File: src/rtl/l2_dram_tm_sched.sv
// l2_dram_tm_sched
// Timing-model DRAM channel scheduler. L2 miss and writeback requests are
// queued per partition, one modelled channel is shared round-robin, issue is
// throttled by per-partition frame credits and by the channel cycle time, and
// read completions are returned a fixed access time after issue. No data is
// moved; only timing is modelled.
module l2_dram_tm_sched #(
    parameter int NPART     = 8,
    parameter int TIDW      = 6,
    parameter int QDEPTH    = 4,
    parameter int NINFLIGHT = 8,
    parameter int PW        = 9,
    parameter int TSW       = 12
) (
    input  logic                     gclk,
    input  logic                     rstn,
    input  logic [PW-1:0]            cfg_access_time,
    input  logic [PW-1:0]            cfg_cycle_time,
    input  logic [NPART*PW-1:0]      cfg_credits,
    input  logic [PW-1:0]            cfg_frame_len,
    input  logic                     req_valid,
    output logic                     req_ready,
    input  logic [$clog2(NPART)-1:0] req_partitionid,
    input  logic [TIDW-1:0]          req_tid,
    input  logic                     req_writeback,
    input  logic [31:0]              req_addr,
    output logic                     resp_valid,
    output logic [TIDW-1:0]          resp_tid,
    output logic [$clog2(NPART)-1:0] resp_partitionid,
    output logic                     issue_valid,
    output logic [$clog2(NPART)-1:0] issue_partitionid,
    output logic                     issue_writeback,
    output logic [NPART-1:0]         part_blocked
);

    localparam int PIDW = $clog2(NPART);
    localparam int QAW  = $clog2(QDEPTH);
    localparam int IAW  = $clog2(NINFLIGHT);

    // Per-partition request queues (occupancy counter carries one extra bit).
    logic [QAW:0]     q_cnt [NPART];
    logic [QAW-1:0]   q_wr  [NPART];
    logic [QAW-1:0]   q_rd  [NPART];
    logic [TIDW-1:0]  q_tid [NPART][QDEPTH];
    logic             q_wb  [NPART][QDEPTH];

    // Frame credits and channel timers.
    logic [PW-1:0]    credit     [NPART];
    logic [PW-1:0]    eff_credit [NPART];
    logic [PW-1:0]    busy;
    logic [PW-1:0]    frame_cnt;
    logic [TSW-1:0]   ts;
    logic [PIDW-1:0]  rr_ptr;

    // In-flight read FIFO, ordered by issue.
    logic [TIDW-1:0]  if_tid  [NINFLIGHT];
    logic [PIDW-1:0]  if_part [NINFLIGHT];
    logic [TSW-1:0]   if_due  [NINFLIGHT];
    logic [IAW-1:0]   if_wr;
    logic [IAW-1:0]   if_rd;
    logic [IAW:0]     if_cnt;

    logic [NPART-1:0] head_wb;
    logic [NPART-1:0] cand;
    logic [NPART-1:0] push_vec;
    logic [NPART-1:0] pop_vec;
    logic [PIDW-1:0]  sel;
    logic [PIDW-1:0]  idx;
    logic [TIDW-1:0]  head_tid;
    logic             found;
    logic             issue;
    logic             rd_issue;
    logic             reload;
    logic             push;
    logic             resp_fire;
    logic             if_full;
    logic [PW-1:0]    cycle_load;
    logic [PW-1:0]    frame_last;
    logic [PW-1:0]    access_eff;

    // The line address is carried for statistics only; nothing here consumes it.
    logic unused_addr;
    assign unused_addr = ^req_addr;

    // Derived configuration values; zero fields are clamped to one cycle.
    // NOTE: every always_comb output gets a value on every path, otherwise a latch is inferred.
    always_comb begin
        reload     = (frame_cnt == '0);
        cycle_load = (cfg_cycle_time == '0) ? '0 : cfg_cycle_time - 1'b1;
        frame_last = (cfg_frame_len == '0) ? '0 : cfg_frame_len - 1'b1;
        access_eff = (cfg_access_time == '0) ? PW'(1) : cfg_access_time;
        if_full    = if_cnt[IAW];
    end

    // Per-partition effective credit, head type, eligibility and blocked status.
    always_comb begin
        for (int p = 0; p < NPART; p++) begin
            eff_credit[p]   = reload ? cfg_credits[p*PW +: PW] : credit[p];
            head_wb[p]      = q_wb[p][q_rd[p]];
            cand[p]         = (q_cnt[p] != '0) && (eff_credit[p] != '0) &&
                              (head_wb[p] || !if_full);
            part_blocked[p] = (q_cnt[p] != '0) && (eff_credit[p] == '0);
        end
    end

    // Round-robin pick of the first candidate at or after rr_ptr.
    always_comb begin
        sel   = '0;
        found = 1'b0;
        idx   = rr_ptr;
        for (int i = 0; i < NPART; i++) begin
            idx = rr_ptr + PIDW'(i);
            if (!found && cand[idx]) begin
                sel   = idx;
                found = 1'b1;
            end
        end
        issue    = found && (busy == '0);
        rd_issue = issue && !head_wb[sel];
        head_tid = q_tid[sel][q_rd[sel]];
    end

    // Queue push/pop strobes, one bit per partition.
    always_comb begin
        for (int p = 0; p < NPART; p++) begin
            push_vec[p] = push && (req_partitionid == PIDW'(p));
            pop_vec[p]  = issue && (sel == PIDW'(p));
        end
    end

    assign req_ready         = rstn && !q_cnt[req_partitionid][QAW];
    assign push              = req_valid && req_ready;
    assign resp_fire         = (if_cnt != '0) && (if_due[if_rd] == ts);
    assign resp_valid        = resp_fire;
    assign resp_tid          = resp_fire ? if_tid[if_rd] : '0;
    assign resp_partitionid  = resp_fire ? if_part[if_rd] : '0;
    assign issue_valid       = issue;
    assign issue_partitionid = issue ? sel : '0;
    assign issue_writeback   = issue && head_wb[sel];

    // Queue pointers and occupancy.
    // NOTE: clocked state uses non-blocking assignments so every register samples pre-edge values.
    always_ff @(posedge gclk or negedge rstn) begin
        if (!rstn) begin
            for (int p = 0; p < NPART; p++) begin
                q_cnt[p] <= '0;
                q_wr[p]  <= '0;
                q_rd[p]  <= '0;
            end
        end else begin
            for (int p = 0; p < NPART; p++) begin
                if (push_vec[p]) q_wr[p] <= q_wr[p] + 1'b1;
                if (pop_vec[p])  q_rd[p] <= q_rd[p] + 1'b1;
                if (push_vec[p] && !pop_vec[p])
                    q_cnt[p] <= q_cnt[p] + 1'b1;
                else if (!push_vec[p] && pop_vec[p])
                    q_cnt[p] <= q_cnt[p] - 1'b1;
            end
        end
    end

    // Queue payload write.
    // NOTE: payload arrays are not reset; the occupancy counters alone decide what is valid.
    always_ff @(posedge gclk) begin
        if (push) begin
            q_tid[req_partitionid][q_wr[req_partitionid]] <= req_tid;
            q_wb[req_partitionid][q_wr[req_partitionid]]  <= req_writeback;
        end
    end

    // Credit update: reload on frame start, minus one for the issuing partition.
    always_ff @(posedge gclk or negedge rstn) begin
        if (!rstn) begin
            for (int p = 0; p < NPART; p++) credit[p] <= '0;
        end else begin
            for (int p = 0; p < NPART; p++) begin
                if (pop_vec[p]) credit[p] <= eff_credit[p] - 1'b1;
                else            credit[p] <= eff_credit[p];
            end
        end
    end

    // Timestamp, frame counter, channel busy pacing and round-robin pointer.
    always_ff @(posedge gclk or negedge rstn) begin
        if (!rstn) begin
            ts        <= '0;
            frame_cnt <= '0;
            busy      <= '0;
            rr_ptr    <= '0;
        end else begin
            ts        <= ts + 1'b1;
            frame_cnt <= (frame_cnt >= frame_last) ? '0 : frame_cnt + 1'b1;
            if (issue) begin
                busy   <= cycle_load;
                rr_ptr <= sel + 1'b1;
            end else if (busy != '0) begin
                busy <= busy - 1'b1;
            end
        end
    end

    // In-flight FIFO pointers: push on read issue, pop on completion.
    always_ff @(posedge gclk or negedge rstn) begin
        if (!rstn) begin
            if_wr  <= '0;
            if_rd  <= '0;
            if_cnt <= '0;
        end else begin
            if (rd_issue)  if_wr <= if_wr + 1'b1;
            if (resp_fire) if_rd <= if_rd + 1'b1;
            if (rd_issue && !resp_fire)
                if_cnt <= if_cnt + 1'b1;
            else if (!rd_issue && resp_fire)
                if_cnt <= if_cnt - 1'b1;
        end
    end

    // In-flight payload: thread, partition and wrapped completion timestamp.
    always_ff @(posedge gclk) begin
        if (rd_issue) begin
            if_tid[if_wr]  <= head_tid;
            if_part[if_wr] <= sel;
            if_due[if_wr]  <= ts + TSW'(access_eff);
        end
    end

endmodule

File: config.mk
export PLATFORM = sky130hd
export DESIGN_NAME = l2_dram_tm_sched
export DESIGN_NICKNAME = d
export VERILOG_FILES = /design/src/rtl/l2_dram_tm_sched.sv
export SDC_FILE = /design/constraint.sdc
export NUM_CORES = 1
export LEC_CHECK = 0
export CAP_MARGIN = 20
export CORE_AREA = 2 2 323 357
export CTS_CLUSTER_DIAMETER = 120
export CTS_CLUSTER_SIZE = 25
export DETAILED_ROUTE_END_ITERATION = 6
export DIE_AREA = 0 0 325 359
export PLACE_DENSITY = 0.51
export SYNTH_ARGS = -nofsm -noshare
export SYNTH_HDL_FRONTEND = slang
export SYNTH_SLANG_ARGS = --single-unit
File: constraint.sdc
create_clock -name gclk -period 26 [get_ports gclk]
set_clock_uncertainty 0.05 [all_clocks]
set_input_delay 5.2 -clock gclk [delete_from_list [all_inputs] [get_ports gclk]]
set_output_delay 5.2 -clock gclk [all_outputs]
set_load 0.01 [all_outputs]
==> results.md, run 1 <==
- Slowest-stage cell, CP: buf_4
- Final WL: 75100 um
- MaxCap Viol Count: 0
- Worst Path Arrival: 11.60 ns
- Synth warn: 0
- Netlist Area Pre-Place: 28100 um2
- Post-synth top area share: 41.8%
- Grt ovf: 0
- Synth Net Count: 2327
- Site Rows: 130
- Area contributors post-synth: edfxtp_1 (42%), dfrtp_1 (15%), mux2i_1 (5.9%)
- Setup crit end kind: primary output
- RSZ-0062 raised after global routing: no
- Clock root cell: clkbuf_16
- FFs w/ async S/R, synth: 30.4%
- Worst R2R Setup Slack: 16.61 ns
- Yosys cell types: 102
- DR pass1 iterations: 6
- Die W: 325 um
- Clock tree buffer depth: 3
- Synth Register Bits: 563
- Layout Nets: 2400
- First-pass GRT wire length: 115000 um
- Multi-input gate area in the final layout: 11300 um2
- Met1 Usage GRT: 16.2%
- Startpoint Class: input pin
- Final cycle utilization of the critical path: 64.8%
- Vias in the first global route: 18400
- GR peak layer: met2
- Endpoints failing setup: 0
- M2 GR Usage: 22.5%
- Cell taking the most area after synthesis: edfxtp_1
- Largest net degree at the start of global routing: 79
- I/O Buffers: 135
- Final GP Congestion: 0.837
- Final setup TNS: 0 ns
- Switch Pwr: 0.000886 W
- Total GRT Usage: 12.6%
- Cell Int Power: 0.00162 W
- # resized after CTS: 0
- CTS clk-pin slew, worst paths: 0.11 ns
- Worst hold path class: register to register
- Core ar.: 113000 um2
- Die Area: 117000 um2
- Reg power frac: 47.3%
- DIE HEIGHT: 359 um
- CTS Sinks: 563
- Dominant synthesized flop cell: edfxtp_1
- Starting Density: 24.8%
- Clock buffer count from CTS: 27
- Worst-Margin Slew: 1.14 ns
- Sw Share: 35.3%
- Storage cell area: 16100 um2
- Clock network fraction of total power: 19.8%
- Antenna violations before repair: 1
- Area delta synth->final: 13.4%
- CP required: 20.75 ns
- Slew Limit Headroom: 23.9%
- # DRC: 0
- Delay-heaviest family, CP: simple AND/OR/NAND/NOR gates
- Vias: 17700
- Placed wire-length estimate: 51800 um
- Combinational share of power: 32.8%
- Fin util: 28.1%
- Depth of the CTS H-tree: 1
- First DRT Iteration DRCs: 1240
- Ports: 168
- Status: completed
- CP max FO: 67
- Antenna-violating nets left: 0
- Setup Buffers After CTS: 0
- Fillcell total: 11500
- Pleak: 10.6 nW
- Vias per cell: 4.75
- CTS Hold Bufs: 0
- Worst path cell trace: clkdlybuf4s50_1 -> mux2i_1 -> ha_1 -> or4b_2 -> nor4_1 -> a31oi_1 -> and4_1 -> o311ai_1 -> nand2_1 -> or3_4 -> a21oi_2 -> o21bai_4 -> buf_4 -> a221oi_1 -> a31o_2 -> mux4_2 -> and2_1 -> clkdlybuf4s50_1
- Routed WL per cell: 20.1 um
- Clock Latency Late Sink: 0.62 ns
- Slew Limit Fails: 0
- Design Power: 0.00251 W
- Critical setup path kind: input pin to primary output
- F_max: 0.0593 GHz
- Syn Area/Cell: 13.3 um2
- Crit path buf inv count: 3
- Post-Synthesis Cells: 2120
- CTS tree: done
- Worst vdd ir: 0.0488 mV
- Final min period: 16.85 ns
- Layout cell share with drive strength beyond 1: 9.04%
- Max stage delay on crit path: 0.63 ns
- Met3 GRT Util: 1.07%
- Hold Fails Final Rpt: 0
- Power Density: 78.6 nW/um2
- Most common cell on crit path: clkdlybuf4s50_1
- Post-synth EDFFs: 392
- Seq/Total Area, Yosys: 57.0%
-- cells in the final DEF, fill, tap and decap left out, types with 16 or more instances in the layout --
master / netlist / layout
a21boi_0: 40 / 40
clkbuf_1: 71 / 18
mux2i_1: 165 / 165
xnor2_1: 101 / 101
or3_1: 25 / 25
xor2_1: 104 / 104
a21oi_1: 40 / 40
mux2_2: 27 / 27
o21ai_0: 35 / 35
dfrtp_1: 171 / 169
nor3_1: 35 / 35
a221oi_1: 16 / 16
ha_1: 53 / 53
edfxtp_1: 392 / 392
inv_1: 46 / 46
buf_4: 7 / 26
mux4_2: 52 / 52
nand2_1: 90 / 90
nor2_1: 130 / 130
clkdlybuf4s50_1: 0 / 134
or4_1: 16 / 16
clkbuf_16: 0 / 27
nand3_1: 51 / 51
a211oi_1: 68 / 68
nor4_1: 34 / 33
-- registers in the layout (all words and copies together), names as in the netlist --
| register | count |
|---|---|
| q_tid | 192 |
| if_due | 96 |
| credit | 72 |
| if_tid | 48 |
| q_wb | 32 |
| if_part | 24 |
| q_cnt | 24 |
| q_rd | 16 |
| q_wr | 16 |
| ts | 12 |
| busy | 9 |
| frame_cnt | 9 |
| if_cnt | 4 |
| if_rd | 3 |
| if_wr | 3 |
| rr_ptr | 3 |
-- final cells by class --
type / instances / share of cell area (%)
Antenna cell: 1 / 0.00784
Clock buffer: 45 / 2.33
Clock inverter: 3 / 0.208
Inverter: 50 / 0.596
Multi-Input combinational cell: 1385 / 35.6
Sequential cell: 563 / 50.3
Tap cell: 1518 / 5.95
Timing Repair Buffer: 166 / 5.03
-- layer usage --
layer | share of wire, % | vias to the layer above
met4 | 2.6 | 0
li1 | - | 8175
met3 | 3.1 | 92
met2 | 51 | 350
met5 | 0 | -
met1 | 44 | 9089
-- stage by stage --
stage	hold WS, ns	std cells	setup slack [ns]	area [um2]
after floorplan	0.390	2120	11.64	28100
after global placement	0.406	3677	9.30	31000
after detailed placement	0.412	3677	9.23	31000
after CTS	0.436	3725	9.21	31900
after global routing	0.454	3730	8.88	31900
final	0.437	3731	9.15	31900
-- path summary, 6_finish.rpt --
| check | start | endpoint | cells after the start |
|---|---|---|---|
| max in group asynchronous | rstn | if_rd[2] | 2 |
| min in group asynchronous | rstn | credit[54] | 1 |
| worst min-delay path | q_wr[5] | q_wr[5] | 1 |
| worst min register to register | q_wr[5] | q_wr[5] | 1 |
| worst max-delay path | cfg_credits[18] | issue_writeback | 18 |
| worst max register to register | frame_cnt[0] | if_tid[5][1] | 22 |
-- power by group through the flow --
stage | clock network [W] | registers (W) | logic [W]
floorplan | 0 | 0.00118 | 0.000578
global placement | 0 | 0.00120 | 0.000788
detailed placement | 0 | 0.00121 | 0.000811
CTS | 0.000517 | 0.00119 | 0.000816
global route | 0.000544 | 0.00120 | 0.000904
finish | 0.000497 | 0.00119 | 0.000823
-- Yosys cell counts, drive strengths merged (15+ instances only) --
master	instances
or4	17
or3	27
a221oi	17
and3	17
nor2	133
a211oi	68
mux4	52
ha	53
nand3	54
nor4	38
nor3	36
a21oi	41
xnor2	101
clkbuf	71
nand2	94
a21boi	55
edfxtp	392
mux2i	165
o21ai	35
xor2	104
mux2	28
inv	50
dfrtp	171
a21o	15
buf	51
-- cell families (layout without fill, tap and decap cells) --
kind of cell | Yosys count | count (layout) | share of synthesized area [%]
AND/OR/NAND/NOR | 511 | 511 | 10.0
other | 0 | 1 | 0
XOR/XNOR | 205 | 205 | 6.38
AO/OA/AOI/OAI | 361 | 361 | 9.58
multiplexers | 245 | 245 | 11.2
buffers and inverters | 172 | 264 | 2.78
adder cells (fa/ha/maj) | 63 | 63 | 3.07
flip-flops | 563 | 563 | 57.0
Note: power is estimated with default switching activity, not from simulation.
==> run 2, diff against run 1 <==
PLACE_DENSITY = 0.52   (was 0.51)
clock period = 14.8 ns   (was 26 ns; I/O delays follow)
==> run 2 against run 1 <==
Against the previous run:
- critical path depth stayed put
- highest routed layer is now met5
- first-iteration DRC count increased by 3.1%
- hold slack better by 0.0020 ns
- critical path type unchanged
- largest power group unchanged
==> results.md, run 2 (synthesis results as in run 1) <==
- Layout Nets: 2400
- Critical setup path kind: input pin to primary output
- Depth of the CTS H-tree: 1
- Clock buffer count from CTS: 27
- # DRC: 0
- Power Density: 138 nW/um2
- CTS Sinks: 563
- Site Rows: 130
- Die Area: 117000 um2
- Die W: 325 um
- Clock network fraction of total power: 20.2%
- Worst Path Arrival: 9.33 ns
- Max stage delay on crit path: 0.61 ns
- Ports: 168
- Delay-heaviest family, CP: simple AND/OR/NAND/NOR gates
- Largest net degree at the start of global routing: 72
- Final GP Congestion: 0.858
- Placed Area: 31100 um2
- Slowest-stage cell, CP: or4b_2
- Status: completed
- Area delta synth->final: 13.4%
- Antenna-violating nets left: 0
- MaxCap Viol Count: 0
- Clock tree buffer depth: 3
- Setup Buffers After CTS: 0
- F_max: 0.0810 GHz
- DIE HEIGHT: 359 um
- Vias in the first global route: 18400
- Layout cell share with drive strength beyond 1: 9.13%
- DR pass1 iterations: 5
- Vias per cell: 4.77
- Antenna violations before repair: 10
- Crit path buf inv count: 3
- Startpoint Class: input pin
- Switch Pwr: 0.00154 W
- Final setup TNS: 0 ns
- Most common cell on crit path: clkdlybuf4s50_1
- Final min period: 12.34 ns
- Total GRT Usage: 12.5%
- CTS clk-pin slew, worst paths: 0.10 ns
- First-pass GRT wire length: 114000 um
- Sw Share: 35.0%
- Combinational share of power: 32.4%
- Grt ovf: 0
- Core ar.: 113000 um2
- Final cycle utilization of the critical path: 83.4%
- Slew Limit Headroom: 30.4%
- Routed WL per cell: 20.0 um
- Placed cells: 3679
- Final setup margin: 2.46 ns
- Final WL: 74600 um
- Non-filler cells in the finished layout: 3733
- CTS Hold Bufs: 0
- Setup crit end kind: primary output
- Clock Latency Late Sink: 0.63 ns
- First DRT Iteration DRCs: 1279
- Vias: 17800
- Starting Density: 24.8%
- I/O Buffers: 135
- Max FFs per register: 192
- Most frequent cells in the layout: edfxtp_1 (392), dfrtp_1 (169), mux2i_1 (165)
- Cell Int Power: 0.00286 W
- Endpoints failing setup: 0
- Placed wire-length estimate: 51500 um
- Commonest non-fill, non-tap cell in the layout: edfxtp_1
- # resized after CTS: 0
- CTS tree: done
- Worst vdd ir: 0.0920 mV
- Pleak: 10.6 nW
- Worst path cell trace: clkdlybuf4s50_1 -> mux2i_1 -> ha_1 -> or4b_2 -> nor4_2 -> a41oi_1 -> and4_4 -> o311ai_1 -> nand2_1 -> or3_4 -> a21oi_2 -> o21bai_4 -> buf_4 -> a221oi_1 -> a31o_2 -> mux4_2 -> and2_1 -> clkdlybuf4s50_1
- Pre-CTS setup slack: 2.58 ns
- Reg power frac: 47.3%
- RSZ-0062 raised after global routing: no
- Hold Fails Final Rpt: 0
- Worst-Margin Slew: 1.04 ns
- Clock root cell: clkbuf_16
- CP required: 11.79 ns
- Slew Limit Fails: 0
- Cell area after layout: 31900 um2
- CP max FO: 67
- Worst hold path class: register to register
[run 2: cell count changes in the layout (fill, tap and decap cells not counted)]
| cell | before | now |
|---|---|---|
| buf_4 | 26 | 28 |
| clkbuf_1 | 18 | 16 |
| diode_2 | 1 | 3 |
| buf_16 | 1 | 0 |
| bufinv_16 | 0 | 1 |
| clkbuf_2 | 1 | 0 |
| clkinv_16 | 1 | 0 |
| clkinv_4 | 0 | 1 |
| inv_12 | 1 | 2 |
[run 2: per-stage QoR]
step                hold slack [ns]  power [W]  utilization (%)
floorplan                     0.390    0.00309                -
global placement              0.404    0.00348             27.4
detailed placement            0.411    0.00353             27.4
CTS                           0.439    0.00442             28.1
global route                  0.450    0.00465             28.1
finish                        0.439    0.00441             28.1
[run 2: worst paths after layout]
kind	depth (start not counted)	endpoint	slack [ns]	startpoint
setup reg to reg	23	if_tid[7][3]	5.53	frame_cnt[0]
min in group asynchronous	1	frame_cnt[5]	2.25	rstn
setup / recovery	18	issue_writeback	2.46	cfg_credits[9]
hold / removal	1	q_wr[13]	0.44	q_wr[13]
hold reg to reg	1	q_wr[13]	0.44	q_wr[13]
max in group asynchronous	2	credit[35]	11.08	rstn
[run 2: power by group through the flow]
stage               Clock [W]  Combinational (W)  Sequential (W)
global route         0.000975            0.00157         0.00211
floorplan                   0            0.00102         0.00208
global placement            0            0.00137         0.00211
finish               0.000891            0.00143         0.00209
CTS                  0.000917            0.00142         0.00209
detailed placement          0            0.00141         0.00212
[run 2: metal layers]
layer / vias up / share of wire, % / track usage, %
met4: 12 / 3.0 / 4.04
met3: 125 / 4.3 / 1.59
li1: 8196 / - / -
met5: - / 0.10 / 0
met1: 9036 / 42 / 15.4
met2: 428 / 51 / 22.3
[run 2: final cells by class]
cell class | count | area (um2)
Clock buffer | 43 | 736
Sequential cell | 563 | 16100
Inverter | 50 | 190
Clock inverter | 5 | 91.3
Tap cell | 1518 | 1900
Multi-Input combinational cell | 1385 | 11300
Timing Repair Buffer | 166 | 1590
Antenna cell | 3 | 7.51
Fill cell | 11500 | 81500
